--- config.mk ---
export PLATFORM = sky130hd
export DESIGN_NAME = switch_input_port
export DESIGN_NICKNAME = d
export VERILOG_FILES = /design/src/rtl/switch_input_port_pkg.sv /design/src/rtl/switch_input_port_debounce_bit.sv /design/src/rtl/switch_input_port.sv
export SDC_FILE = /design/constraint.sdc
export NUM_CORES = 1
export LEC_CHECK = 0
export BUFFER_PORTS_ARGS = -buffer_cell sky130_fd_sc_hd__buf_2
export CAP_MARGIN = 30
export CORE_ASPECT_RATIO = 1.5
export CORE_MARGIN = 5
export CORE_UTILIZATION = 30
export CTS_BUF_LIST = sky130_fd_sc_hd__clkbuf_16
export CTS_CLUSTER_SIZE = 8
export DETAILED_ROUTE_END_ITERATION = 10
export GPL_TIMING_DRIVEN = 0
export PLACE_DENSITY = 0.59
export SLEW_MARGIN = 20
export SYNTH_ARGS = -nofsm -noshare
export SYNTH_HDL_FRONTEND = slang
export SYNTH_SLANG_ARGS = --single-unit
--- constraint.sdc ---
create_clock -name clk -period 1.9 [get_ports clk]
set_clock_uncertainty 0.2 [all_clocks]
set_input_delay 0 -clock clk [delete_from_list [all_inputs] [get_ports clk]]
set_output_delay 0 -clock clk [all_outputs]
set_load 0.02 [all_outputs]
--- src/rtl/switch_input_port_pkg.sv ---
// Shared register offsets and sizing helpers for the switch input port.
package switch_input_port_pkg;

  typedef enum logic [1:0] {
    SWIN_LEVEL = 2'd0,
    SWIN_RISE  = 2'd1,
    SWIN_FALL  = 2'd2,
    SWIN_RSVD  = 2'd3
  } swinReg_t;

  // Base of the slot decoded onto slaveSel[2], next to the LED port.
  localparam logic [14:0] SWIN_BASE_ADDR = 15'h6004;

  function automatic int minOneClog2(input int n);
    return (n > 1) ? $clog2(n) : 1;
  endfunction

endpackage

--- src/rtl/switch_input_port_debounce_bit.sv ---
// Single-pin 2-flop synchronizer plus tick-driven debouncer with edge pulses.
// Level follows the pin DEBOUNCE_TICKS ticks after sync; there is no backpressure.
module debounce_bit
  import switch_input_port_pkg::*;
#(
  parameter int DEBOUNCE_TICKS = 4
) (
  input  logic clk,
  input  logic reset,
  input  logic tick,
  input  logic pin,
  output logic deb,
  output logic rise_pulse,
  output logic fall_pulse
);

  localparam int CW = minOneClog2(DEBOUNCE_TICKS);
  localparam logic [CW-1:0] CNT_LAST = CW'(DEBOUNCE_TICKS - 1);

  logic          sync1;
  logic          sync2;
  logic [CW-1:0] cnt;
  logic          settle;

  // High in the single cycle before deb takes the synchronized value.
  assign settle = tick && (sync2 != deb) && (cnt == CNT_LAST);

  always_ff @(posedge clk) begin
    if (reset) begin
      sync1 <= 1'b0;
      sync2 <= 1'b0;
      cnt   <= '0;
      deb   <= 1'b0;
    end else begin
      sync1 <= pin;
      sync2 <= sync1;
      if (sync2 == deb) begin
        cnt <= '0;
      end else if (tick) begin
        if (settle) begin
          deb <= sync2;
          cnt <= '0;
        end else begin
          cnt <= cnt + 1'b1;
        end
      end
    end
  end

  assign rise_pulse = settle & sync2;
  assign fall_pulse = settle & ~sync2;

endmodule

--- src/rtl/switch_input_port.sv ---
// Memory-mapped debounced switch port: LEVEL plus write-1-to-clear RISE/FALL flags.
// Reads are combinational on addr; writes take effect on the next edge, no backpressure.
module switch_input_port
  import switch_input_port_pkg::*;
#(
  parameter int WIDTH          = 10,
  parameter int TICK_DIV       = 50000,
  parameter int DEBOUNCE_TICKS = 4
) (
  input  logic             clk,
  input  logic             reset,
  input  logic [WIDTH-1:0] pins,
  input  logic [1:0]       addr,
  input  logic [15:0]      in,
  input  logic             load,
  output logic [15:0]      out
);

  localparam int PW = minOneClog2(TICK_DIV);
  localparam logic [PW-1:0] PRESC_LAST = PW'(TICK_DIV - 1);

  logic [PW-1:0]    prescCnt;
  logic             tick;
  logic [WIDTH-1:0] level;
  logic [WIDTH-1:0] risePulse;
  logic [WIDTH-1:0] fallPulse;
  logic [WIDTH-1:0] riseReg;
  logic [WIDTH-1:0] fallReg;
  logic [WIDTH-1:0] riseClr;
  logic [WIDTH-1:0] fallClr;
  logic             unusedIn;

  always_ff @(posedge clk) begin
    if (reset || tick) prescCnt <= '0;
    else               prescCnt <= prescCnt + 1'b1;
  end

  assign tick = (prescCnt == PRESC_LAST);

  for (genvar i = 0; i < WIDTH; i++) begin : gBit
    debounce_bit #(.DEBOUNCE_TICKS(DEBOUNCE_TICKS)) uBit (
      .clk        (clk),
      .reset      (reset),
      .tick       (tick),
      .pin        (pins[i]),
      .deb        (level[i]),
      .rise_pulse (risePulse[i]),
      .fall_pulse (fallPulse[i])
    );
  end

  assign riseClr  = (load && addr == SWIN_RISE) ? in[WIDTH-1:0] : '0;
  assign fallClr  = (load && addr == SWIN_FALL) ? in[WIDTH-1:0] : '0;
  assign unusedIn = ^in;

  // Set is OR-ed in after the clear so a same-cycle event is never lost.
  always_ff @(posedge clk) begin
    if (reset) begin
      riseReg <= '0;
      fallReg <= '0;
    end else begin
      riseReg <= (riseReg & ~riseClr) | risePulse;
      fallReg <= (fallReg & ~fallClr) | fallPulse;
    end
  end

  always_comb begin
    out = '0;
    if (!reset) begin
      case (swinReg_t'(addr))
        SWIN_LEVEL: out[WIDTH-1:0] = level;
        SWIN_RISE:  out[WIDTH-1:0] = riseReg;
        SWIN_FALL:  out[WIDTH-1:0] = fallReg;
        default:    out = '0;
      endcase
    end
  end

endmodule

==> results.py, run 1 <==
metrics = {
    "run_status": {
        "outcome": "finished clean",
    },
    "clocking": {
        "clockRootBuffer": "clkbuf_16",
        "cts_sinks": 86,
        "cts_max_level": 3,
        "numCtsBuffers": 9,
        "cts_tree": "built",
        "clk_pin_slew_worst_paths_ns": 0.07,
        "clk_latency_ns": 0.35,
        "clockBufferDepth": 2,
    },
    "critical_path": {
        "cp-start-kind": "flop",
        "end_kind": "flop",
        "cp.depth": 6,
        "critPathBufInv": 1,
        "cp_data_required_time_ns": 1.98,
        "cp.arrival_ns": 1.97,
        "cp_top_family": "simple AND/OR/NAND/NOR gates",
        "slowest_stage": "or4_4",
        "crit_path_max_fanout": 5,
        "path_class": "reg -> reg",
        "max_stage_delay_ns": 0.48,
        "crit_chain": "ha_4 -> and3_4 -> nand3_4 -> buf_6 -> or4_4 -> a21boi_2",
        "reg2reg_depth": 6,
    },
    "yosys": {
        "ys_ff_latch": 86,
        "synth_compound_area_frac": 0.149,
        "syn_area_per_cell_um2": 8.42,
        "syn_area_mm2": 0.00394,
        "synth_xor_area_frac": 0.0311,
        "yosys.area_share.simple": 0.267,
        "synth_cell_type_count": 33,
        "synth_fa_ha_area_frac": 0.0349,
        "async_flop_share": 0,
        "yosysSeqAreaShare": 0.437,
        "synth_top_family_by_area": "simple AND/OR/NAND/NOR gates",
        "synth_ff_type": "dfxtp_1",
        "ys_warn_count": 0,
        "synth-edff-count": 0,
        "synthMuxAreaShare": 0.0254,
        "syn_inst": 468,
    },
    "placement": {
        "pre_cts_slack_ns": -0.429,
        "placed_cells": 665,
        "portBuffers": 33,
        "place_congestion": 0.875,
        "hpwl_um": 8140,
        "place_area_mm2": 0.00432,
    },
    "cells_and_area": {
        "stdcell_count": 714,
        "drive_above_1_share": 0.209,
        "antenna_cells": 0,
        "postLayoutCellArea_mm2": 0.00511,
        "syn_to_final_growth_pct": 29.7,
        "layout.nets": 592,
    },
    "sta": {
        "setup-violations-final": 0,
        "grt_setup_unrepaired": "yes",
        "setup_slack_ns": 0.0195,
        "period_needed_ns": 1.88,
        "fmaxAchievable_mhz": 532,
        "maxSlewViolCount": 0,
        "relSlewSlack": 0.595,
        "worst_slew_pin_slew_ns": 0.608,
        "fin_crit_sh": 0.990,
        "setup_tns_ns": 0,
        "hold_viol": 0,
    },
    "floorplan": {
        "die-area_mm2": 0.0156,
        "die_h_um": 150,
        "coreArea_mm2": 0.0130,
        "initial_core_util": 0.304,
        "dieWidth_um": 104,
        "row_count": 51,
        "design.portCount": 47,
    },
    "global_route": {
        "grt_overflow_total": 0,
        "grt_max_degree": 18,
        "use_met2": 0.265,
        "grt_use_met1": 0.134,
        "antenna_found_initial": 0,
        "grt_pass1_vias": 3544,
        "grt_use_met3": 0.0339,
        "grtUsageTotal": 0.140,
        "busiest_layer": "met2",
        "grt_pass1_wl_um": 17700,
    },
    "drt": {
        "routedWlPerCell_um": 15.5,
        "routed-via-count": 3675,
        "drc": 0,
        "first_iter_violations": 218,
        "firstDrtPassIters": 5,
        "routed_via_density": 5.15,
        "wl_um": 11100,
        "drtAntennaViolNets": 0,
    },
    "worst_hold_path": {
        "holdPathStages": 3,
        "hp-class": "in -> reg",
    },
    "pwr": {
        "power.density_mw_per_mm2": 737,
        "irDropWorstVdd_uv": 325,
        "leakage_nw": 1.82,
    },
    "job": {
        "drv_cap": 0,
    },
}
what timing repair did:
item	in CTS	in global routing
endpoints found under the setup margin	75	55
endpoints found under the hold margin	30	0
buffers inserted	3	9
hold buffers	20	0
cloned	1	2
pin swaps	1	21
gates resized for setup	29	37
worst min-delay path, stage by stage:
cell      delay, ns
clkbuf_1       0.23
clkbuf_1       0.28
nor2b_1        0.14
cells by family after synthesis:
logic type      Yosys count
xor+xnor                 14
mux                      10
fa+ha+maj                11
flops                    86
buf+inv                  42
compound gates          101
simple gates            203
other cells               1
Yosys cell counts, types with 9 or more instances:
master / n / area, um^2
mux2i_1: 10 / 100
a21oi_1: 30 / 150
buf_4: 9 / 67.6
o21ai_0: 29 / 145
nor2b_1: 22 / 138
xnor2_1: 13 / 114
nand4_1: 24 / 150
o22ai_1: 20 / 125
dfxtp_1: 86 / 1720
nand2_1: 47 / 176
ha_1: 11 / 138
nand2b_1: 19 / 119
a21boi_1: 20 / 150
clkbuf_1: 20 / 75.1
nor2_1: 39 / 146
nand3_1: 25 / 125
or4_1: 10 / 75.1
area by class of cell:
class,instances,area (um^2)
multi-input combinational,345,2120
clock inverter,7,62.6
tap,159,199
sequential,86,1740
buffer,36,254
inverter,4,15.0
clock buffer,9,225
timing repair buffer,68,489
fill,1287,7850
placed cells by master, fill, tap and decap left out, drive strengths merged:
cell	Yosys	layout
xor2	1	1
or4	10	10
and2	1	1
and3	3	3
ha	11	11
o22ai	20	20
a31o	1	1
nor4	5	5
clkbuf	20	26
nor3	4	4
dfxtp	86	86
clkinvlp	0	1
nor2b	22	22
a21oi	30	30
buf	18	67
a21boi	20	20
conb	1	6
and3b	2	2
nand3	25	25
nand4	24	24
nor3b	1	1
inv	4	10
dlygate4sd3	0	20
xnor2	13	13
nand2b	19	19
nor2	39	39
nand2	48	48
o21ai	30	30
mux2i	10	10
layer usage:
layer  up-vias  routed length, um
li1       1804                  -
met1      1732               3970
met2       105               5960
met3        34                503
met4         0                631
met5         -                  0
state kept, by name (all words and copies together), names as in the netlist:
signal           flops
gBit.uBit.sync1     10
gBit.uBit.deb       10
gBit.uBit.cnt       20
riseReg             10
gBit.uBit.sync2     10
fallReg             10
prescCnt            16
through the flow:
step,hold WS (ns),total power [W],util
after CTS,0.171,0.00380,0.380
after global routing,0.216,0.00389,0.394
after detailed placement,0.0130,0.00206,0.334
final,0.146,0.00376,0.394
after floorplan,-0.0718,0.00199,-
after global placement,0.0105,0.00206,0.334
power by group:
part	total, W	internal [W]	switching (W)
combinational	0.000214	0.000104	0.000110
sequential	0.00185	0.00182	0.0000215
clock	0.00170	0.000918	0.000787
total	0.00376	0.00285	0.000918
worst paths after layout:
check,startpoint,end,slack (ns)
max reg2reg,prescCnt[0],gBit[8].uBit.cnt[0],0.02
min reg2reg,gBit[8].uBit.sync1,gBit[8].uBit.sync2,0.23
max,prescCnt[0],gBit[8].uBit.cnt[0],0.02
min,reset,gBit[2].uBit.sync2,0.15
No activity file was read; power rests on OpenSTA's default activity.
==> run 2: changes to the inputs <==
--- a/config.mk
+++ b/config.mk
@@ -14,7 +14,7 @@
 export CTS_CLUSTER_SIZE = 8
 export DETAILED_ROUTE_END_ITERATION = 10
 export GPL_TIMING_DRIVEN = 0
-export PLACE_DENSITY = 0.59
+export PLACE_DENSITY = 0.58
 export SLEW_MARGIN = 20
 export SYNTH_ARGS = -nofsm -noshare
 export SYNTH_HDL_FRONTEND = slang
==> constraint.sdc (replaced) <==
create_clock -name clk -period 2.2 [get_ports clk]
set_clock_uncertainty 0.2 [all_clocks]
set_input_delay 0.33 -clock clk [delete_from_list [all_inputs] [get_ports clk]]
set_output_delay 0.33 -clock clk [all_outputs]
set_load 0.02 [all_outputs]
==> results.py, run 2 (same netlist as run 1, synthesis figures left out) <==
metrics = {
    "run_status": {
        "outcome": "finished clean",
    },
    "drt": {
        "drtAntennaViolNets": 0,
        "routed-via-count": 3556,
        "firstDrtPassIters": 5,
        "drc": 0,
        "routed_via_density": 5.18,
        "routedWlPerCell_um": 16.0,
        "first_iter_violations": 272,
        "wl_um": 11000,
    },
    "critical_path": {
        "r2r_slack_ns": 0.12,
        "crit_path_max_fanout": 19,
        "cp.arrival_ns": 1.62,
        "cp_data_required_time_ns": 1.67,
        "reg2reg_from": "prescCnt[1]",
        "slowest_stage": "buf_2",
        "path_class": "in -> out",
        "cp-start-kind": "primary input",
        "r2r-end": "gBit[5].uBit.deb",
        "max_stage_delay_ns": 0.51,
        "reg2reg_depth": 7,
        "cpMostUsedCell": "buf_2",
        "crit_chain": "clkbuf_1 -> buf_2 -> nor2_1 -> buf_2",
        "end_kind": "output port",
    },
    "pwr": {
        "clockPowerShare": 0.483,
        "irDropWorstVdd_uv": 681,
        "leakage_nw": 1.69,
        "p_comb_frac": 0.047,
        "finalPower_w": 0.00339,
        "internal_power_w": 0.00264,
        "p_seq_frac": 0.470,
        "switching_share": 0.220,
        "p_switching_w": 0.000746,
        "power.density_mw_per_mm2": 716,
    },
    "cells_and_area": {
        "postLayoutCellArea_mm2": 0.00473,
        "antenna_cells": 0,
        "fill_cells": 1307,
        "layout.nets": 564,
        "mostFrequentLayoutCell": "dfxtp_1",
        "largest_register_ffs": 20,
        "stdcell_count": 686,
        "drive_above_1_share": 0.148,
        "max_flop_register": "gBit.uBit.cnt",
        "reg_top3": "gBit.uBit.cnt (20), prescCnt (16)",
        "final_cell_mix": "dfxtp_1, nand2_1, buf_2, nor2_1, a21oi_1",
        "syn_to_final_growth_pct": 20.2,
    },
    "sta": {
        "setup-violations-final": 0,
        "setup_slack_ns": 0.0537,
        "grt_setup_unrepaired": "no",
        "fmaxAchievable_mhz": 466,
        "relSlewSlack": 0.564,
        "maxSlewViolCount": 0,
        "whs_ns": 0.00340,
        "fin_crit_sh": 0.976,
        "worst_slew_pin_slew_ns": 0.654,
        "period_needed_ns": 2.15,
        "hold_viol": 0,
    },
    "placement": {
        "portBuffers": 33,
        "place_congestion": 0.837,
        "pre_cts_slack_ns": -0.564,
        "place_area_mm2": 0.00432,
        "hpwl_um": 7540,
        "placed_cells": 665,
    },
    "global_route": {
        "grt_pass1_wl_um": 17400,
        "grt_max_degree": 20,
        "grt_pass1_vias": 3470,
        "antenna_found_initial": 0,
        "grt_overflow_total": 0,
        "grtUsageTotal": 0.140,
    },
    "clocking": {
        "clk_latency_ns": 0.33,
        "cts_setup_buffers": 0,
        "clk_pin_slew_worst_paths_ns": 0.06,
        "clockRootBuffer": "clkbuf_16",
        "cts_sinks": 86,
        "cts_max_level": 3,
        "cts_tree": "built",
        "numCtsBuffers": 9,
        "clockBufferDepth": 2,
    },
    "worst_hold_path": {
        "min_to": "gBit[1].uBit.sync1",
        "holdPathStages": 2,
        "hp-class": "in -> reg",
        "hp-start": "pins[1]",
    },
    "floorplan": {
        "initial_core_util": 0.304,
        "coreArea_mm2": 0.0130,
        "row_count": 51,
        "die-area_mm2": 0.0156,
        "design.portCount": 47,
        "dieWidth_um": 104,
        "die_h_um": 150,
    },
    "job": {
        "drv_cap": 0,
    },
}
## run 2: worst max-delay path, delay by kind of cell
kind	cells	cell delay, ns
buf+inv	3	1.14
simple gates	1	0.14
## run 2: final cells by class
| type | count | area [um^2] | share of cell area |
|---|---|---|---|
| clock inverters | 7 | 97.6 | 0.0206 |
| repair buffers | 39 | 225 | 0.0476 |
| inverters | 4 | 15.0 | 0.00317 |
| multi-input cells | 345 | 2030 | 0.429 |
| plain buffers | 37 | 216 | 0.0457 |
| well taps | 159 | 199 | 0.0420 |
| flip-flops and latches | 86 | 1720 | 0.364 |
| clock buffers | 9 | 225 | 0.0476 |
## run 2: what timing repair did
action	CTS	global route
gates resized for setup	9	15
endpoints found under the hold margin	6	0
endpoints found under the setup margin	51	59
gates cloned	0	0
hold buffers	6	0
## run 2: metrics by stage
step	utilization	setup TNS, ns
finish	0.365	0
global route	0.365	0
CTS	0.364	0
detailed placement	0.334	-11.79
global placement	0.334	-12.32
floorplan	-	0
## run 2: power by group through the flow
stage               Combinational (W)  Sequential (W)  Clock, W
floorplan                   0.0000936         0.00162         0
global placement             0.000150         0.00163         0
detailed placement           0.000152         0.00163         0
CTS                          0.000159         0.00159   0.00166
global route                 0.000175         0.00159   0.00173
finish                       0.000160         0.00159   0.00164
## run 2: worst max-delay path by stage
stage	depth (start not counted)	endpoint	slack, ns	startpoint
floorplan	6	gBit[0].uBit.cnt[0]	0.34	prescCnt[0]
global placement	5	out[9]	-0.62	reset
detailed placement	5	out[9]	-0.56	reset
CTS	4	out[9]	0.02	reset
global route	6	gBit[4].uBit.cnt[0]	0.003	prescCnt[1]
finish	4	out[9]	0.05	reset
## run 2: metal layers
| metal | routed length, um | GRT usage | vias to the layer above | share of wire |
|---|---|---|---|---|
| met3 | 694 | 0.0257 | 25 | 0.063 |
| met1 | 4400 | 0.159 | 1662 | 0.40 |
| met2 | 5630 | 0.248 | 128 | 0.51 |
| met5 | 0 | 0 | - | 0 |
| li1 | - | - | 1741 | - |
| met4 | 278 | 0.0755 | 0 | 0.025 |
==> run 3: changes to the inputs <==
--- a/config.mk
+++ b/config.mk
@@ -9,12 +9,12 @@
 export CAP_MARGIN = 30
 export CORE_ASPECT_RATIO = 1.5
 export CORE_MARGIN = 5
-export CORE_UTILIZATION = 30
+export CORE_UTILIZATION = 50
 export CTS_BUF_LIST = sky130_fd_sc_hd__clkbuf_16
 export CTS_CLUSTER_SIZE = 8
 export DETAILED_ROUTE_END_ITERATION = 10
 export GPL_TIMING_DRIVEN = 0
-export PLACE_DENSITY = 0.58
+export PLACE_DENSITY = 0.81
 export SLEW_MARGIN = 20
 export SYNTH_ARGS = -nofsm -noshare
 export SYNTH_HDL_FRONTEND = slang
==> results.py, run 3 (same netlist as run 1, synthesis figures left out) <==
metrics = {
    "run_status": {
        "outcome": "finished clean",
    },
    "global_route": {
        "grt_pass1_wl_um": 16800,
        "grtUsageTotal": 0.221,
        "antenna_found_initial": 0,
        "grt_overflow_total": 0,
        "grt_pass1_vias": 3461,
        "grt_max_degree": 20,
    },
    "placement": {
        "place_congestion": 0.910,
        "hpwl_um": 7050,
        "portBuffers": 33,
        "place_area_mm2": 0.00425,
    },
    "floorplan": {
        "die-area_mm2": 0.00979,
        "coreArea_mm2": 0.00766,
        "row_count": 39,
        "initial_core_util": 0.514,
        "die_h_um": 119,
        "dieWidth_um": 82.5,
        "design.portCount": 47,
    },
    "critical_path": {
        "crit_path_max_fanout": 10,
        "slowest_stage": "dfxtp_1",
        "r2r_slack_ns": 0.1,
        "path_class": "reg -> reg",
        "reg2reg_from": "prescCnt[1]",
        "cp_data_required_time_ns": 2.26,
        "cpMostUsedCell": "and3_1",
        "reg2reg_depth": 7,
        "r2r-end": "gBit[9].uBit.deb",
        "max_stage_delay_ns": 0.37,
        "end_kind": "flop",
        "cp-start-kind": "flop",
        "cp.arrival_ns": 2.16,
        "crit_chain": "ha_2 -> and3_1 -> and3_1 -> clkbuf_1 -> buf_2 -> nand4_1 -> a21oi_1",
    },
    "drt": {
        "routed_via_density": 5.85,
        "routedWlPerCell_um": 16.6,
        "met3_length_um": 742,
        "dr.max_layer_used": "met4",
        "drc": 0,
        "firstDrtPassIters": 7,
        "wl_met1_um": 4010,
        "wl_um": 10400,
        "routed-via-count": 3666,
        "first_iter_violations": 374,
        "drtAntennaViolNets": 0,
        "dr_wl_met2_um": 5190,
    },
    "worst_hold_path": {
        "hp-start": "pins[8]",
        "min_to": "gBit[8].uBit.sync1",
        "holdPathStages": 2,
        "hp-class": "in -> reg",
    },
    "clocking": {
        "clk_latency_ns": 0.34,
        "cts_max_level": 3,
        "clockRootBuffer": "clkbuf_16",
        "cts_sinks": 86,
        "clk_pin_slew_worst_paths_ns": 0.06,
        "clockBufferDepth": 2,
        "cts_tree": "built",
        "numCtsBuffers": 9,
        "cts_setup_buffers": 0,
    },
    "sta": {
        "setup-violations-final": 0,
        "hold_viol": 0,
        "fin_crit_sh": 0.955,
        "worst_slew_pin_slew_ns": 0.628,
        "maxSlewViolCount": 0,
        "fmaxAchievable_mhz": 476,
        "grt_setup_unrepaired": "no",
        "period_needed_ns": 2.10,
        "relSlewSlack": 0.581,
    },
    "pwr": {
        "finalPower_w": 0.00329,
        "leakage_nw": 1.66,
        "irDropWorstVdd_uv": 523,
        "power.density_mw_per_mm2": 711,
    },
    "cells_and_area": {
        "postLayoutCellArea_mm2": 0.00462,
        "mostFrequentLayoutCell": "dfxtp_1",
        "fill_cells": 689,
        "reg_top3": "gBit.uBit.cnt (20), prescCnt (16)",
        "final_cell_mix": "dfxtp_1, nand2_1, buf_2, nor2_1, a21oi_1",
        "syn_to_final_growth_pct": 17.3,
        "layout.nets": 562,
        "drive_above_1_share": 0.149,
        "max_flop_register": "gBit.uBit.cnt",
        "antenna_cells": 0,
        "largest_register_ffs": 20,
    },
    "job": {
        "drv_cap": 0,
    },
}
[run 3: cell count changes in the layout (fill, tap and decap cells not counted), sizes merged]
cell         change
clkinv           +1
dlygate4sd3      -2
buf              -3
clkbuf           +3
bufinv           -1
[run 3: layer usage]
metal,vias up,track usage
li1,1746,-
met1,1730,0.264
met2,145,0.363
met3,45,0.0495
met4,0,0.109
met5,-,0
[run 3: how the worst max path moves through the flow]
stage,slack [ns],endpoint,cells after the start,from
final,0.1,gBit[9].uBit.deb,7,prescCnt[1]
after global placement,-0.18,out[4],5,reset
after detailed placement,-0.27,out[3],5,reset
after floorplan,0.34,gBit[0].uBit.cnt[0],6,prescCnt[0]
after global routing,0.006,gBit[2].uBit.cnt[0],6,prescCnt[1]
after CTS,0.007,gBit[0].uBit.cnt[0],7,prescCnt[0]
[run 3: metrics by stage]
step	hold WS [ns]	setup slack, ns	utilization	cells	setup TNS (ns)
final	0.00475	0.0993	0.603	627	0
after global routing	0.0128	0.00595	0.603	627	0
after floorplan	0.214	0.343	-	473	0
after CTS	0.00105	0.00684	0.601	627	0
after global placement	0.217	-0.179	0.555	608	-2.34
after detailed placement	0.226	-0.271	0.555	608	-3.88
[run 3: layout make-up]
class                           instances  area (um^2)  share of cell area
Timing Repair Buffer                   37          205              0.0444
Tap cell                              102          128              0.0276
Clock buffer                            9          225              0.0488
Buffer                                 37          210              0.0455
Clock inverter                          7         80.1              0.0173
Inverter                                4         15.0             0.00325
Multi-Input combinational cell        345         2030               0.440
Sequential cell                        86         1720               0.373
[run 3: repair_timing]
item                                   CTS  global route
setup endpoints to repair               48            55
endpoints found under the hold margin    4             0
gates resized for setup                  6            13
pin swaps                                0             0
hold buffers                             4             0
[run 3: critical path: cells and delay by family (launching register included)]
| family | cells | cell delay [ns] |
|---|---|---|
| compound gates | 1 | 0.19 |
| fa+ha+maj | 1 | 0.22 |
| buf+inv | 2 | 0.51 |
| flops | 1 | 0.37 |
| simple gates | 3 | 0.52 |
[run 3: where the power goes]
group | internal (W) | switching, W | total [W] | leakage [nW]
logic | 0.0000630 | 0.0000908 | 0.000154 | 0.817
clock network | 0.000895 | 0.000644 | 0.00154 | 0.148
registers | 0.00158 | 0.0000145 | 0.00159 | 0.698
total | 0.00254 | 0.000750 | 0.00329 | 1.66
